File: config.mk
export PLATFORM = sky130hd
export DESIGN_NAME = load_store_queue
export DESIGN_NICKNAME = d
export VERILOG_FILES = /design/src/rtl/types_pkg.sv /design/src/rtl/lsq_overlap_check.sv /design/src/rtl/load_store_queue.sv
export SDC_FILE = /design/constraint.sdc
export NUM_CORES = 2
export LEC_CHECK = 0
export BUFFER_PORTS_ARGS = -buffer_cell sky130_fd_sc_hd__buf_2
export CAP_MARGIN = 20
export CORE_MARGIN = 3
export CORE_UTILIZATION = 30
export DETAILED_ROUTE_END_ITERATION = 10
export HOLD_SLACK_MARGIN = 0.06
export SLEW_MARGIN = 20
export SYNTH_ARGS = -nofsm -noshare
export SYNTH_HDL_FRONTEND = slang
export SYNTH_HIERARCHICAL = 1
export SYNTH_SLANG_ARGS = --single-unit
File: constraint.sdc
create_clock -name clk -period 7.9 [get_ports clk]
set_input_delay 1.58 -clock clk [delete_from_list [all_inputs] [get_ports clk]]
set_output_delay 1.58 -clock clk [all_outputs]
set_load 0.01 [all_outputs]
File: src/rtl/types_pkg.sv
// Shared types and constants for the load/store path: the drain packet (lsq),
// the store-queue entry and the opcode/funct3 encodings the queue cares about.
package types_pkg;

    localparam int LSQ_DEPTH = 8;

    localparam logic [6:0] OP_STORE = 7'b0100011;
    localparam logic [6:0] OP_LOAD  = 7'b0000011;

    localparam logic [2:0] F3_LW  = 3'b010;
    localparam logic [2:0] F3_LBU = 3'b100;
    localparam logic [2:0] F3_SW  = 3'b010;
    localparam logic [2:0] F3_SH  = 3'b001;

    typedef struct packed {
        logic [31:0] addr;
        logic [31:0] ps2_data;
        logic        sw_sh_signal;
        logic [4:0]  rob_tag;
    } lsq;

    typedef struct packed {
        logic        valid;
        logic        addr_valid;
        logic        committed;
        logic [4:0]  rob_tag;
        logic        sw_sh;
        logic [31:0] addr;
        logic [31:0] data;
    } lsq_entry_t;

    // Distance from the ROB head; smaller means older in program order.
    function automatic logic [4:0] rob_age(input logic [4:0] tag, input logic [4:0] head);
        return tag - head;
    endfunction

endpackage

File: src/rtl/lsq_overlap_check.sv
// Per-entry disambiguation: flags a store that is older than the querying load
// and either has no address yet or touches any byte the load reads.
module lsq_overlap_check
    import types_pkg::*;
(
    input  logic        st_valid,
    input  logic        st_addr_valid,
    input  logic        st_sw_sh,
    input  logic [4:0]  st_rob_tag,
    input  logic [31:0] st_addr,
    input  logic [4:0]  rob_head,
    input  logic [4:0]  ld_rob_tag,
    input  logic [31:0] ld_addr,
    input  logic [2:0]  ld_func3,
    output logic        conflict
);

    logic [32:0] st_end;
    logic [32:0] ld_end;
    logic        overlap;
    logic        older;

    // Ends are computed one bit wider so ranges near 0xFFFFFFFF do not wrap.
    assign st_end  = {1'b0, st_addr} + (st_sw_sh ? 33'd2 : 33'd4);
    assign ld_end  = {1'b0, ld_addr} + ((ld_func3 == F3_LBU) ? 33'd1 : 33'd4);
    assign overlap = ({1'b0, st_addr} < ld_end) && ({1'b0, ld_addr} < st_end);
    assign older   = rob_age(st_rob_tag, rob_head) < rob_age(ld_rob_tag, rob_head);

    assign conflict = st_valid && older && (!st_addr_valid || overlap);

endmodule

File: src/rtl/load_store_queue.sv
// In-order store queue: allocate at dispatch, capture address/data at execute,
// commit at ROB retire and drain one committed store per cycle to data memory.
module load_store_queue
    import types_pkg::*;
#(
    parameter int DEPTH = LSQ_DEPTH
)
(
    input  logic        clk,
    input  logic        reset_n,
    input  logic        alloc_valid,
    input  logic [4:0]  alloc_rob_tag,
    input  logic        alloc_sw_sh,
    output logic        full,
    output logic        empty,
    input  logic        st_exec_valid,
    input  logic [4:0]  st_exec_rob_tag,
    input  logic [31:0] st_exec_addr,
    input  logic [31:0] st_exec_data,
    input  logic        rob_retire_valid,
    input  logic [4:0]  rob_retire_tag,
    input  logic [4:0]  rob_head,
    input  logic        ld_check_valid,
    input  logic [4:0]  ld_check_rob_tag,
    input  logic [31:0] ld_check_addr,
    input  logic [2:0]  ld_check_func3,
    output logic        load_mem,
    input  logic        flush,
    output logic        store_wb,
    output lsq          lsq_in,
    output logic        proto_err
);

    localparam int IDX_W = $clog2(DEPTH);
    localparam int PTR_W = IDX_W + 1;

    lsq_entry_t       entries [DEPTH];
    logic [PTR_W-1:0] head;
    logic [PTR_W-1:0] tail;
    logic [PTR_W-1:0] count;
    logic [PTR_W-1:0] unc_ptr;
    logic [PTR_W-1:0] flush_tail;
    logic [IDX_W-1:0] head_idx;
    logic [IDX_W-1:0] tail_idx;
    logic [IDX_W-1:0] unc_off;
    logic [IDX_W-1:0] unc_idx;
    logic             unc_found;
    logic             retire_hit;
    logic             drain;
    logic [DEPTH-1:0] conflict;

    assign head_idx = head[IDX_W-1:0];
    assign tail_idx = tail[IDX_W-1:0];
    assign count    = tail - head;
    assign full     = (count == PTR_W'(DEPTH));
    assign empty    = (count == '0);

    // Oldest uncommitted entry; commits are in order, so everything before it is committed.
    always_comb begin
        unc_found = 1'b0;
        unc_off   = '0;
        for (int k = 0; k < DEPTH; k++) begin
            if (!unc_found && entries[head_idx + IDX_W'(k)].valid &&
                !entries[head_idx + IDX_W'(k)].committed) begin
                unc_found = 1'b1;
                unc_off   = IDX_W'(k);
            end
        end
    end

    assign unc_idx    = head_idx + unc_off;
    assign unc_ptr    = head + PTR_W'(unc_off);
    assign retire_hit = rob_retire_valid && unc_found && entries[unc_idx].addr_valid &&
                        (entries[unc_idx].rob_tag == rob_retire_tag);
    // A retire of the head entry drains in the same edge so store_wb follows one cycle later.
    assign drain      = entries[head_idx].valid &&
                        (entries[head_idx].committed || (retire_hit && unc_off == '0));
    assign flush_tail = unc_found ? unc_ptr + PTR_W'(retire_hit) : tail;

    for (genvar g = 0; g < DEPTH; g++) begin : g_chk
        lsq_overlap_check u_chk (
            .st_valid      (entries[g].valid),
            .st_addr_valid (entries[g].addr_valid),
            .st_sw_sh      (entries[g].sw_sh),
            .st_rob_tag    (entries[g].rob_tag),
            .st_addr       (entries[g].addr),
            .rob_head      (rob_head),
            .ld_rob_tag    (ld_check_rob_tag),
            .ld_addr       (ld_check_addr),
            .ld_func3      (ld_check_func3),
            .conflict      (conflict[g])
        );
    end

    assign load_mem = ld_check_valid && (conflict == '0);

    always_ff @(posedge clk or negedge reset_n) begin
        if (!reset_n) begin
            head      <= '0;
            tail      <= '0;
            store_wb  <= 1'b0;
            lsq_in    <= '0;
            proto_err <= 1'b0;
            for (int i = 0; i < DEPTH; i++) begin
                entries[i] <= '0;
            end
        end else begin
            store_wb <= drain;

            if (retire_hit) begin
                entries[unc_idx].committed <= 1'b1;
            end
            if ((rob_retire_valid && !retire_hit) || (alloc_valid && full && !flush)) begin
                proto_err <= 1'b1;
            end

            if (flush) begin
                for (int i = 0; i < DEPTH; i++) begin
                    if (entries[i].valid && !entries[i].committed &&
                        !(retire_hit && IDX_W'(i) == unc_idx)) begin
                        entries[i].valid <= 1'b0;
                    end
                end
                tail <= flush_tail;
            end else begin
                if (st_exec_valid) begin
                    for (int i = 0; i < DEPTH; i++) begin
                        if (entries[i].valid && !entries[i].committed &&
                            entries[i].rob_tag == st_exec_rob_tag) begin
                            entries[i].addr_valid <= 1'b1;
                            entries[i].addr       <= st_exec_addr;
                            entries[i].data       <= st_exec_data;
                        end
                    end
                end
                if (alloc_valid && !full) begin
                    entries[tail_idx] <= '{valid: 1'b1, addr_valid: 1'b0, committed: 1'b0,
                                           rob_tag: alloc_rob_tag, sw_sh: alloc_sw_sh,
                                           addr: '0, data: '0};
                    tail <= tail + PTR_W'(1);
                end
            end

            if (drain) begin
                lsq_in <= '{addr: entries[head_idx].addr, ps2_data: entries[head_idx].data,
                            sw_sh_signal: entries[head_idx].sw_sh,
                            rob_tag: entries[head_idx].rob_tag};
                entries[head_idx].valid     <= 1'b0;
                entries[head_idx].committed <= 1'b0;
                head <= head + PTR_W'(1);
            end
        end
    end

endmodule
==> impl_metrics.csv <==
group,metric,value,unit
sta,skew,39.7,ps
worst_setup_path,regToRegStartpoint,"head[1]",
clocking,tritoncts,"yes",
placed_design,io_buffer_count,206,
routing,drtAntennaViolNets,0,
die,core_area,177000,sq um
finish,layout_commonest_cell,"dfrtp_1",
logic_synthesis,async_reset_ff_frac,1.00,
worst_setup_path,crit_type,"input port to output port",
power_and_ir_drop,combPwrFrac,0.310,
global_routing,antenna_found_initial,25,
die,io-pin-count,207,
worst_hold_path,worstHoldPathType,"register to register",
sta,slew_viol_final,0,
worst_setup_path,crit_slowest_cell,"nand4bb_2",
logic_synthesis,synth_cell_types,91,
routing,via_count,44311,
die,die_h,430,um
clocking,numCtsBuffers,82,
logic_synthesis,synth_area_leaders,"dfrtp_1 31%, ha_1 15%, a22o_1 8.3%",
routing,wl_per_cell,24.5,um
clocking,numClockSinks,664,
logic_synthesis,synth_seq_area_share,0.308,
worst_setup_path,crit_fanout,7,
logic_synthesis,syn_inst,5215,
sta,rsz0062_at_grt,"false",
clocking,cts_buffer_depth,3,
placed_design,dp.cells,7614,
power_and_ir_drop,p_int,7.94,mW
finish,instances_no_fill,7780,
worst_setup_path,crit_top_cell,"ha_1",
placed_design,place_congestion,0.921,
placed_design,post_dp_cell_area,57800,sq um
worst_setup_path,crit_buf_inv,5,
global_routing,grt_max_degree,148,
logic_synthesis,synth_area_leader_cell,"dfrtp_1",
worst_setup_path,required,6320,ps
worst_setup_path,cp.arrival,6140,ps
die,die-area,185000,sq um
power_and_ir_drop,power_density,203,nW/um^2
global_routing,grt_usage,0.202,
logic_synthesis,synth_area_per_cell,10.3,sq um
logic_synthesis,synth_top_area_frac,0.308,
finish,multi_input_area,35700,sq um
power_and_ir_drop,p_leak,27.3,nW
finish,drive_gt1_frac,0.154,
logic_synthesis,synth_nets,6019,
power_and_ir_drop,p_clk_frac,0.348,
clocking,path_clk_slew,70,ps
finish,n_fill_cell,17762,
sta,hold_viol,0,
global_routing,grt_pass1_vias,43673,
sta,max_freq,0.130,GHz
die,rows,154,
logic_synthesis,ys_warn_count,6,
worst_hold_path,hold_start,"proto_err",
routing,drc_errors,0,
logic_synthesis,syn-cell-area,53900,sq um
power_and_ir_drop,seqPwrFrac,0.341,
worst_setup_path,crit_start,"ld_check_func3[1]",
power_and_ir_drop,max-vdd-ir-drop,0.220,mV
finish,final_cell_mix,"659 x dfrtp_1, 643 x ha_1, 512 x a22o_1, 346 x xor2_1, 309 x nand2_1",
finish,seqCellArea,16600,sq um
die,initial_core_util,0.304,
sta,fin_crit_sh,0.977,
worst_setup_path,crit_family,"simple AND/OR/NAND/NOR gates",
global_routing,grt_overflow,0,
routing,dr.first_iter.drc_count,3974,
sta,worst_pin_slew,1140,ps
status,status,"complete, no violations",
finish,fin_area,61100,sq um
routing,avgViaCountPerCell,5.70,
worst_setup_path,critPathCaptureType,"output port",
logic_synthesis,synth_ff_type,"dfrtp_1",
worst_setup_path,startpoint_type,"input port",
clocking,cts_root_buffer,"clkbuf_16",
logic_synthesis,synth_seq_cells,664,
sta,slew_headroom,0.238,
placed_design,dp_hpwl,138000,um
routing,first_pass_iters,5,
power_and_ir_drop,p_sw_frac,0.359,
worst_setup_path,crit_chain,"buf_2 -> buf_4 -> nor2_1 -> nand2_1 -> inv_1 -> ha_1 -> ha_1 -> a21oi_1 -> nand4bb_2 -> nor2_1 -> nand4_1 -> xor2_1 -> ha_1 -> nand4_1 -> or3_1 -> o211ai_1 -> a31oi_1 -> nor4_1 -> nand3b_1 -> nor4_2 -> buf_4 -> buf_2",
sta,setup_viol,0,
clocking,cts_htree_levels,3,
die,die_w,430,um
clocking,clock_latency,740,ps
global_routing,grt_pass1_wl,287000,um
sta,period_minus_slack,7720,ps
routing,routed_wl,191000,um
worst_setup_path,slowest_delay,420,ps
finish,fin_nets,6168,
sta,tns,0,ps
flow_run,maxCapViolCount,0,
power_and_ir_drop,power,12.4,mW
power_and_ir_drop,switchingPower,4.45,mW
finish,area_growth,13.5,%
logic_synthesis,synth_edf_count,0,
## what timing repair did
action                                  4_1_cts  5_1_grt
hold buffers                                  0        0
buffers inserted                              0        6
endpoints found under the setup margin        1        1
gates resized for setup                       1       34
gates cloned                                  0        0
pin swaps                                     0       11
## worst reg2reg max path, delay by kind of cell (launching register included)
family	cells	cell delay [ps]
AOI/OAI and AO/OA	4	540
xor gates and xnor gates	1	180
adders and majority gates	5	2530
buffers and inverters	4	640
DFF	1	720
muxes	4	1400
and+or+nand+nor	4	880
## stage by stage
stage	setup WS, ps	util	hold slack [ps]
global route	7.48	0.345	515
CTS	16.5	0.344	487
global placement	-88.1	0.326	470
floorplan	1290	-	467
finish	179	0.345	484
detailed placement	57.3	0.326	472
## cell families (layout without fill, tap and decap cells)
family | Yosys count | in the layout | share of synthesized area
AND/OR/NAND/NOR | 1337 | 1337 | 0.139
AO/OA/AOI/OAI | 1209 | 1209 | 0.167
XOR/XNOR | 593 | 593 | 0.0964
buffers and inverters | 440 | 659 | 0.0333
other | 0 | 6 | 0
multiplexers | 300 | 300 | 0.0958
flip-flops | 664 | 664 | 0.308
adder cells (fa/ha/maj) | 672 | 672 | 0.160
## synth_stat cells, types with 10 or more instances
cell type	number
buf_1	109
a21o_1	128
o211ai_1	13
a211oi_1	34
and4_1	63
nor3_1	32
nand2_1	311
nor2b_1	31
mux2_2	42
a31oi_1	25
dfrtp_1	664
o21a_1	24
xnor2_1	247
ha_1	645
o21ai_0	80
nand2b_1	34
nand3_1	177
mux4_2	168
o221ai_1	19
and4_4	11
mux2i_1	90
inv_1	179
a22o_1	512
and3_1	76
a2111oi_0	16
a41oi_1	11
buf_4	14
nor4_1	23
xor2_1	346
or3_1	10
and2_1	22
nor2_1	268
nor4_4	14
buf_2	58
clkbuf_1	78
nand4_1	174
nand2_4	10
a21oi_1	266
fa_1	27
## final timing paths
path | to | slack, ps | cells after the start
setup reg to reg | tail[1] | 860 | 22
hold / removal | proto_err | 480 | 1
hold reg to reg | proto_err | 480 | 1
setup / recovery | load_mem | 180 | 22
min in group asynchronous | lsq_in[23] | 920 | 1
max in group asynchronous | async pin | 5430 | 2
## cell type report
| cell class | instances | area share |
|---|---|---|
| multi-input combinational | 4111 | 0.584 |
| sequential | 664 | 0.272 |
| tap | 2340 | 0.0479 |
| clock buffer | 110 | 0.0379 |
| timing repair buffer | 326 | 0.0344 |
| clock inverter | 44 | 0.0128 |
| inverter | 179 | 0.0110 |
| antenna | 6 | 0.000246 |
## layer usage
| metal | wire length [um] | GRT usage |
|---|---|---|
| met1 | 81300 | 0.266 |
| met2 | 85900 | 0.317 |
| met3 | 13300 | 0.0378 |
| met4 | 10000 | 0.0999 |
| met5 | 143 | 0 |
## power groups by stage
stage,sequential [mW],clock [mW],combinational (mW)
detailed placement,4.28,0,3.82
global route,4.27,4.54,4.25
CTS,4.22,4.41,3.84
global placement,4.27,0,3.72
finish,4.23,4.32,3.84
floorplan,4.07,0,2.59
(Power assumes the default switching activity.)
